**src/rtl/dmx_frame_receiver_if.sv**
```systemverilog
// Single-cycle write port from the DMX frame receiver into the downstream channel buffer.
interface dmx_frame_receiver_if;
  logic       wr_en;
  logic [8:0] wr_addr;
  logic [7:0] wr_data;

  modport master (output wr_en, wr_addr, wr_data);
  modport slave  (input  wr_en, wr_addr, wr_data);
endinterface

```
**src/rtl/dmx_frame_receiver.sv**
```systemverilog
// DMX512 frame receiver: deserialises start code and data slots after each break and writes slots
// to the channel buffer. Optional macro DMX_RX_START_CODE_FILTER_EN suppresses non-zero start-code frames.
module dmx_frame_receiver #(
  parameter int CLK_FREQ  = 20_000_000,
  parameter int BAUD      = 250_000,
  parameter int MAX_SLOTS = 512
) (
  input  logic                 clk,
  input  logic                 rst_n,
  input  logic                 rx,
  input  logic                 break_valid,
  dmx_frame_receiver_if.master wbuf,
  output logic [7:0]           start_code,
  output logic [9:0]           frame_slots,
  output logic                 frame_done,
  output logic                 frame_error,
  output logic                 busy
);

  localparam int DATA_W      = 8;
  localparam int BIT_CYCLES  = CLK_FREQ / BAUD;
  localparam int HALF_CYCLES = BIT_CYCLES / 2;
  localparam int CNT_W       = $clog2(BIT_CYCLES);

  localparam logic [CNT_W-1:0] BIT_LAST  = CNT_W'(BIT_CYCLES - 1);
  localparam logic [CNT_W-1:0] HALF_LAST = CNT_W'(HALF_CYCLES - 1);
  localparam logic [9:0]       SLOT_MAX  = 10'(MAX_SLOTS);

  typedef enum logic [2:0] {
    IDLE,
    WAIT_START,
    START_BIT,
    DATA,
    STOP,
    WRITE
  } state_t;

  function automatic logic [9:0] sat_inc(input logic [9:0] v);
    return (v >= SLOT_MAX) ? SLOT_MAX : v + 10'd1;
  endfunction

  state_t              state, state_n;
  logic                rx_p0, rx_s, rx_p2;
  logic                fall;
  logic [CNT_W-1:0]    cyc_cnt;
  logic [2:0]          bit_cnt;
  logic [9:0]          slot_idx;
  logic [DATA_W-1:0]   shift_p;
  logic                accept;

  logic                timer_clr, bit_clr, shift_en;
  logic                slot_clr, slot_inc, sc_latch;
  logic                done_set, err_set, slots_load, wr_fire;
  logic [9:0]          slots_val;

  // Stage p0/p1: two-flop synchroniser, p2 keeps the previous rx_s for edge detection
  always_ff @(posedge clk or negedge rst_n) begin
    if (!rst_n) begin
      rx_p0 <= 1'b1;
      rx_s  <= 1'b1;
      rx_p2 <= 1'b1;
    end else begin
      rx_p0 <= rx;
      rx_s  <= rx_p0;
      rx_p2 <= rx_s;
    end
  end

  assign fall = rx_p2 & ~rx_s;

`ifdef DMX_RX_START_CODE_FILTER_EN
  assign accept = (start_code == 8'h00);
`else
  assign accept = 1'b1;
`endif

  always_ff @(posedge clk or negedge rst_n) begin
    if (!rst_n) begin
      state       <= IDLE;
      cyc_cnt     <= '0;
      bit_cnt     <= '0;
      slot_idx    <= '0;
      start_code  <= '0;
      frame_slots <= '0;
      frame_done  <= 1'b0;
      frame_error <= 1'b0;
    end else begin
      state   <= state_n;
      cyc_cnt <= timer_clr ? '0 : cyc_cnt + 1'b1;
      if (bit_clr)
        bit_cnt <= '0;
      else if (shift_en)
        bit_cnt <= bit_cnt + 3'd1;
      if (slot_clr)
        slot_idx <= '0;
      else if (slot_inc)
        slot_idx <= sat_inc(slot_idx);
      if (sc_latch)
        start_code <= shift_p;
      if (slots_load)
        frame_slots <= slots_val;
      frame_done  <= done_set;
      frame_error <= err_set;
    end
  end

  // Stage p1: LSB-first shift register, data only
  always_ff @(posedge clk) begin
    if (shift_en)
      shift_p <= {rx_s, shift_p[DATA_W-1:1]};
  end

  always_comb begin
    state_n    = state;
    timer_clr  = 1'b0;
    bit_clr    = 1'b0;
    shift_en   = 1'b0;
    slot_clr   = 1'b0;
    slot_inc   = 1'b0;
    sc_latch   = 1'b0;
    done_set   = 1'b0;
    err_set    = 1'b0;
    slots_load = 1'b0;
    slots_val  = '0;
    wr_fire    = 1'b0;

    if (break_valid) begin
      // A new break overrides everything; only completed writes are reported
      state_n  = WAIT_START;
      slot_clr = 1'b1;
      if (state != IDLE && slot_idx > 10'd1 && accept) begin
        done_set   = 1'b1;
        slots_load = 1'b1;
        slots_val  = slot_idx - 10'd1;
      end
    end else begin
      case (state)
        IDLE: ;
        WAIT_START: begin
          if (fall) begin
            state_n   = START_BIT;
            timer_clr = 1'b1;
            bit_clr   = 1'b1;
          end
        end
        START_BIT: begin
          if (cyc_cnt == HALF_LAST) begin
            timer_clr = 1'b1;
            state_n   = rx_s ? WAIT_START : DATA;
          end
        end
        DATA: begin
          if (cyc_cnt == BIT_LAST) begin
            timer_clr = 1'b1;
            shift_en  = 1'b1;
            if (bit_cnt == 3'd7)
              state_n = STOP;
          end
        end
        STOP: begin
          if (cyc_cnt == BIT_LAST) begin
            timer_clr = 1'b1;
            if (rx_s) begin
              if (slot_idx == 10'd0) begin
                sc_latch = 1'b1;
                slot_inc = 1'b1;
                state_n  = WAIT_START;
              end else begin
                state_n = WRITE;
              end
            end else if (shift_p == 8'h00 && slot_idx != 10'd0) begin
              // A zero byte with a low stop bit is the leading edge of the next break
              state_n = IDLE;
              if (accept) begin
                done_set   = 1'b1;
                slots_load = 1'b1;
                slots_val  = slot_idx - 10'd1;
              end
            end else begin
              err_set = 1'b1;
              state_n = IDLE;
            end
          end
        end
        WRITE: begin
          wr_fire = accept;
          if (slot_idx >= SLOT_MAX) begin
            state_n = IDLE;
            if (accept) begin
              done_set   = 1'b1;
              slots_load = 1'b1;
              slots_val  = SLOT_MAX;
            end
          end else begin
            slot_inc = 1'b1;
            state_n  = WAIT_START;
          end
        end
        default: state_n = IDLE;
      endcase
    end
  end

  assign busy         = (state != IDLE);
  assign wbuf.wr_en   = wr_fire;
  assign wbuf.wr_addr = wr_fire ? 9'(slot_idx - 10'd1) : 9'd0;
  assign wbuf.wr_data = wr_fire ? shift_p : 8'd0;

endmodule

```
**src/flat_wrapper.sv**
```systemverilog
// flat-port wrapper written by rule: the top's interface ports become plain ports
module dmx_frame_receiver_flat 
#(
  parameter int CLK_FREQ  = 20_000_000,
  parameter int BAUD      = 250_000,
  parameter int MAX_SLOTS = 512
)
  (clk, rst_n, rx, break_valid, start_code, frame_slots, frame_done, frame_error, busy, wbuf_wr_en, wbuf_wr_addr, wbuf_wr_data);
  dmx_frame_receiver_if wbuf_i ();
  input  logic clk;
  input  logic rst_n;
  input  logic rx;
  input  logic break_valid;
  output logic [7:0] start_code;
  output logic [9:0] frame_slots;
  output logic frame_done;
  output logic frame_error;
  output logic busy;
  output wire logic [$bits(wbuf_i.wr_en)-1:0] wbuf_wr_en;
  output wire logic [$bits(wbuf_i.wr_addr)-1:0] wbuf_wr_addr;
  output wire logic [$bits(wbuf_i.wr_data)-1:0] wbuf_wr_data;
  assign wbuf_wr_en = wbuf_i.wr_en;
  assign wbuf_wr_addr = wbuf_i.wr_addr;
  assign wbuf_wr_data = wbuf_i.wr_data;
  dmx_frame_receiver #(.CLK_FREQ(CLK_FREQ), .BAUD(BAUD), .MAX_SLOTS(MAX_SLOTS)) u_core (.clk(clk), .rst_n(rst_n), .rx(rx), .break_valid(break_valid), .wbuf(wbuf_i), .start_code(start_code), .frame_slots(frame_slots), .frame_done(frame_done), .frame_error(frame_error), .busy(busy));
endmodule
```
**config.mk**
```make
export PLATFORM = sky130hd
export DESIGN_NAME = dmx_frame_receiver_flat
export DESIGN_NICKNAME = d
export VERILOG_FILES = /design/src/rtl/dmx_frame_receiver_if.sv /design/src/rtl/dmx_frame_receiver.sv /design/src/flat_wrapper.sv
export SDC_FILE = /design/constraint.sdc
export NUM_CORES = 1
export LEC_CHECK = 0
export ABC_AREA = 1
export CORE_MARGIN = 3
export CORE_UTILIZATION = 49
export DETAILED_ROUTE_END_ITERATION = 16
export MAX_ROUTING_LAYER = met4
export PLACE_DENSITY = 0.72
export SYNTH_ARGS = -nofsm -noshare
export SYNTH_HDL_FRONTEND = slang
export SYNTH_SLANG_ARGS = --single-unit
```
**constraint.sdc**
```tcl
create_clock -name clk -period 1.7 [get_ports clk]
set_clock_uncertainty 0.2 [all_clocks]
set_input_delay 0.34 -clock clk [delete_from_list [all_inputs] [get_ports clk]]
set_output_delay 0.34 -clock clk [all_outputs]
set_load 0.05 [all_outputs]
```
# Word-level counts from Yosys, hierarchy flattened
# Cells that the tools add are included.
# W data, S select, Z words.
op_classes:
  n_addsub: 4
  order_cmp: 2
  eq_ne: 14
  mux: 58
  bitwise: 2
  n_reduce_logical: 11
ops:
  columns: ["cell", "count"]
  rows:
  - ["$mux W10", 9]
  - ["$mux W1", 30]
  - ["$mux W3", 10]
  - ["$pmux W10 S2", 1]
  - ["$pmux W3 S6", 1]
  - ["$ne A3 B2 Y1 const B", 5]
  - ["$add A10 B1 Y10 const B", 1]
  - ["$ge A10 B10 Y1 const B", 1]
  - ["$gt A10 B1 Y1 const B", 1]
  - ["$logic_not A10 Y1", 1]
  - ["$reduce_bool A10 Y1", 1]
  - ["$sub A10 B1 Y10 const B", 1]
  - ["$eq A3 B3 Y1 const B", 3]
  - ["$mux W9", 1]
  - ["$logic_not A8 Y1", 1]
  - ["$mux W8", 1]
  - ["$add A7 B1 Y7 const B", 1]
  - ["$eq A7 B6 Y1 const B", 1]
  - ["$eq A7 B7 Y1 const B", 1]
  - ["$mux W7", 1]
  - ["$eq A3 B2 Y1 const B", 2]
  - ["$reduce_and A6 Y1", 1]
  - ["$pmux W1 S2", 2]
  - ["$reduce_bool A2 Y1", 2]
  - ["other kinds (11)", 12]
word_totals:
  ff_bits: 54
  input_bits: 4
  output_inout_bits: 39
  elab_cells: 103

# Logic depth before layout (Yosys ltp)
logic_depth:
  ltp_word: 8
  ltp_mapped: 10
  ltp_nobuf: 10

# Worst setup path before layout
# No wires, ideal clock.
synth_path:
  path_type: "register -> output"
  startpoint: "reg u_core.slot_idx[0]"
  endpoint: "out wbuf_wr_addr[8]"
  arrival_ps: 1843
  required_time_ps: 1160
  path_slack_ps: -683
  path_stages_with_launch: 8
  path_buffers: 0
  cell_sequence: "dfrtp_1 -> inv_1 -> ha_1 -> nand2_1 -> nor2_1 -> xor2_1 -> inv_1 -> nor2_1"
synth_between:
  elab_chain_cells: 2
synth_lines:
  columns: ["element", "line", "source"]
  rows:
  - ["start: declaration", "dmx_frame_receiver.sv:47", "logic [9:0] slot_idx;"]
  - ["start signal: assignment", "dmx_frame_receiver.sv:97", "slot_idx <= sat_inc(slot_idx);"]
  - ["$sub A10 B1 Y10", null, null]
  - ["$mux W9", "dmx_frame_receiver.sv:206", "assign wbuf.wr_addr = wr_fire ? 9'(slot_idx - 10'd1) : 9'd0;"]
  - ["end: declaration", "flat_wrapper.sv:20", "output wire logic [$bits(wbuf_i.wr_addr)-1:0] wbuf_wr_addr;"]
# Every way passes these cells.

# Final worst setup path
layout_path:
  startpoint: "reg u_core.slot_idx[2]"
  endpoint: "out wbuf_wr_addr[7]"
# The elaborated chain is that of the path after synthesis.

==> impl_results.md <==
- Status: complete, but fails checks
- Failing checks: negative setup slack
- Worst Setup Start Kind: flop
- Post-synth top area cell: dfrtp_1
- Routability cong.: 0.841
- Setup-violating endpoint count in the final report: 70
- Final hold violations: 0
- Req. time, crit path: 1.16 ns
- Worst-margin pin slew: 0.406 ns
- Global route overflow: 0
- Placed cell area: 0.00465 sq mm
- Largest cells by area after synthesis: dfrtp_1, nand2_1, edfxtp_1
- Final instance area: 0.00574 sq mm
- Warnings from Yosys: 0
- Via density per instance: 6.58
- Number of buffers created by CTS: 5
- DRC: 0
- Netlist cell types: 32
- Slew margin rel.: 72.8%
- Total die area: 0.00718 sq mm
- Synth Cell Area: 0.00304 sq mm
- Die Span X: 84.8 um
- TritonCTS clock tree: yes
- Post-layout min period: 2.43 ns
- Post-synth top area share: 35.4%
- Post-detail-place hpwl: 6540 um
- Post-synth net total: 384
- Total negative slack: -23.10 ns
- Reg clk slew, reported paths: 0.11 ns
- Clk_lat worst skew: 0.34 ns
- Fillers: 120
- #FFs+latches synth: 54
- I/O Buffers: 42
- Most common cell after layout, fill and taps aside: buf_4
- Ant diodes: 0
- Worst Slack Setup Final: -0.734 ns
- FP Rows: 28
- Sequential area share after synthesis: 45.9%
- Hold/Removal Path Class: reg -> reg
- Peak VDD IR: 1020 uV
- DR pass1 iterations: 7
- Initial Util: 51.0%
- Vias in the first global route: 3504
- Fmax: 411 MHz
- Io pins: 43
- CP Class: reg -> out
- MaxCap Viol Count: 0
- Commonest non-fill, non-tap cells in the layout: buf_4, nand2_1, buf_12
- WL/cell: 26.5 um
- WP data arrival: 1.89 ns
- GRT Overall Usage: 32.9%
- Clk sinks: 54
- Final core utilization: 96.3%
- Longest Clk Path Bufs: 2
- Area delta synth->final: 88.8%
- Crit-path max FO: 4
- Share of cells above drive strength 1: 60.2%
- Detail Route Antenna Nets: 0
- CTS root buf: clkbuf_8
- Fin. max-slew vios: 0
- PD cells: 1000 mW/mm^2
- Die H: 84.8 um
- Unrepaired setup endpoints after global routing: true
- CTS H-tree lvls: 2
- Starting DRT DRC Count: 619
- Initial antenna violation count: 0
- Wire length after detailed routing: 16000 um
- CP Capture Type: output port
- First-pass GRT wire length: 17800 um
- Largest net degree at the start of global routing: 47
- Core ar.: 0.00596 sq mm
- Syn Area/Cell: 8.15 sq um
- Net count, final: 540
- Leakage: 0.00275 uW
- Synth Instances: 373
- DR vias: 3980
- Final Cycle Share: 143%
[worst paths after layout]
kind,startpoint,end,slack [ns],depth (start not counted)
setup / recovery,u_core.slot_idx[2]$_DFFE_PN0P_,wbuf_wr_addr[7],-0.73,6
hold / removal,u_core.rx_p0$_DFF_PN1_,u_core.rx_s$_DFF_PN1_,0.16,0
setup reg to reg,u_core.slot_idx[1]$_DFFE_PN0P_,u_core.slot_idx[8]$_DFFE_PN0P_,-0.67,11
hold reg to reg,u_core.rx_p0$_DFF_PN1_,u_core.rx_s$_DFF_PN1_,0.16,0
max in group asynchronous,rst_n,u_core.rx_p2$_DFF_PN1_,0.70,3
min in group asynchronous,rst_n,u_core.frame_slots[4]$_DFFE_PN0P_,0.31,3
[what timing repair did]
item                                    4_1_cts  5_1_grt
hold buffers                                  1        0
pin swaps                                    32       53
buffers inserted                             21       24
gates resized for setup                      74      108
gates cloned                                  1        2
endpoints found under the hold margin        43        0
endpoints found under the setup margin       66       70
[state kept, by name, summed over array words and instances, names as in the netlist]
signal,cells
u_core.frame_error,1
u_core.slot_idx,10
u_core.frame_done,1
u_core.cyc_cnt,7
u_core.frame_slots,10
u_core.start_code,8
u_core.rx_s,1
u_core.rx_p2,1
u_core.shift_p,8
u_core.rx_p0,1
u_core.bit_cnt,3
u_core.state,3
[synthesized netlist by cell type]
| library cell | n |
|---|---|
| nand2_1 | 83 |
| inv_1 | 48 |
| nor2_1 | 48 |
| dfrtp_1 | 43 |
| nand3_1 | 29 |
| o21ai_0 | 17 |
| xor2_1 | 10 |
| o21ai_2 | 9 |
| edfxtp_1 | 8 |
| a21oi_1 | 7 |
| ha_1 | 7 |
| nand2_2 | 7 |
| nand4_1 | 6 |
| nor3_1 | 6 |
| buf_6 | 5 |
| nor2_2 | 5 |
| nor2_4 | 5 |
| inv_2 | 4 |
| o21ai_1 | 4 |
| buf_2 | 3 |
| dfstp_2 | 3 |
| nand3_2 | 3 |
| clkbuf_1 | 2 |
| nor3b_1 | 2 |
| xnor2_1 | 2 |
| a21boi_0 | 1 |
| and2_1 | 1 |
| nand2_4 | 1 |
| nand3_4 | 1 |
| nor2_8 | 1 |
| o211ai_1 | 1 |
| o21a_1 | 1 |
[per-stage QoR]
stage               total power, uW  worst slack, ns  instances  hold slack, ns
detailed placement             4110           -0.365        559           0.141
global route                   5870           -0.744        605           0.167
CTS                            5180           -0.534        584           0.162
finish                         5740           -0.734        605           0.162
floorplan                      2960           -0.198        373          -0.156
global placement               4030           -0.332        559           0.137
[report_power, final]
group | switching (uW) | internal (uW)
clock | 490 | 292
combinational | 1710 | 1400
sequential | 308 | 1540
total | 2510 | 3230
[layer usage]
metal / track usage [%] / share of wire, % / wire length (um)
met5: - / 0 / 0
met4: 18.1 / 11 / 1730
met3: 7.07 / 12 / 1990
met2: 54.4 / 45 / 7180
met1: 37.0 / 32 / 5110
[worst max-delay path, cell delays in order (launching register included)]
cell and delay [ns]:
dfrtp_2 0.48, nor2_2 0.13, nand2_2 0.09, nor3_2 0.20, xor2_1 0.31, and2_4 0.22
buf_12 0.13
[final cells by class]
type	count	area, sq um	share of cell area, %
Tap cell	75	93.8	1.64
Clock inverter	3	21.3	0.371
Timing Repair Buffer	157	1870	32.6
Clock buffer	5	68.8	1.20
Timing Repair inverter	1	7.51	0.131
Multi-Input combinational cell	258	2050	35.7
Sequential cell	54	1400	24.4
Inverter	52	226	3.95
[logic make-up (layout without fill, tap and decap cells)]
| kind of cell | after synthesis | count (layout) | share of synthesized area (%) |
|---|---|---|---|
| AOI/OAI and AO/OA | 40 | 40 | 7.95 |
| xor gates and xnor gates | 12 | 12 | 3.46 |
| adders and majority gates | 7 | 7 | 2.88 |
| buffers and inverters | 62 | 218 | 9.02 |
| DFF | 54 | 54 | 45.9 |
| and+or+nand+nor | 198 | 199 | 30.8 |
No activity file was read; power rests on OpenSTA's default activity.
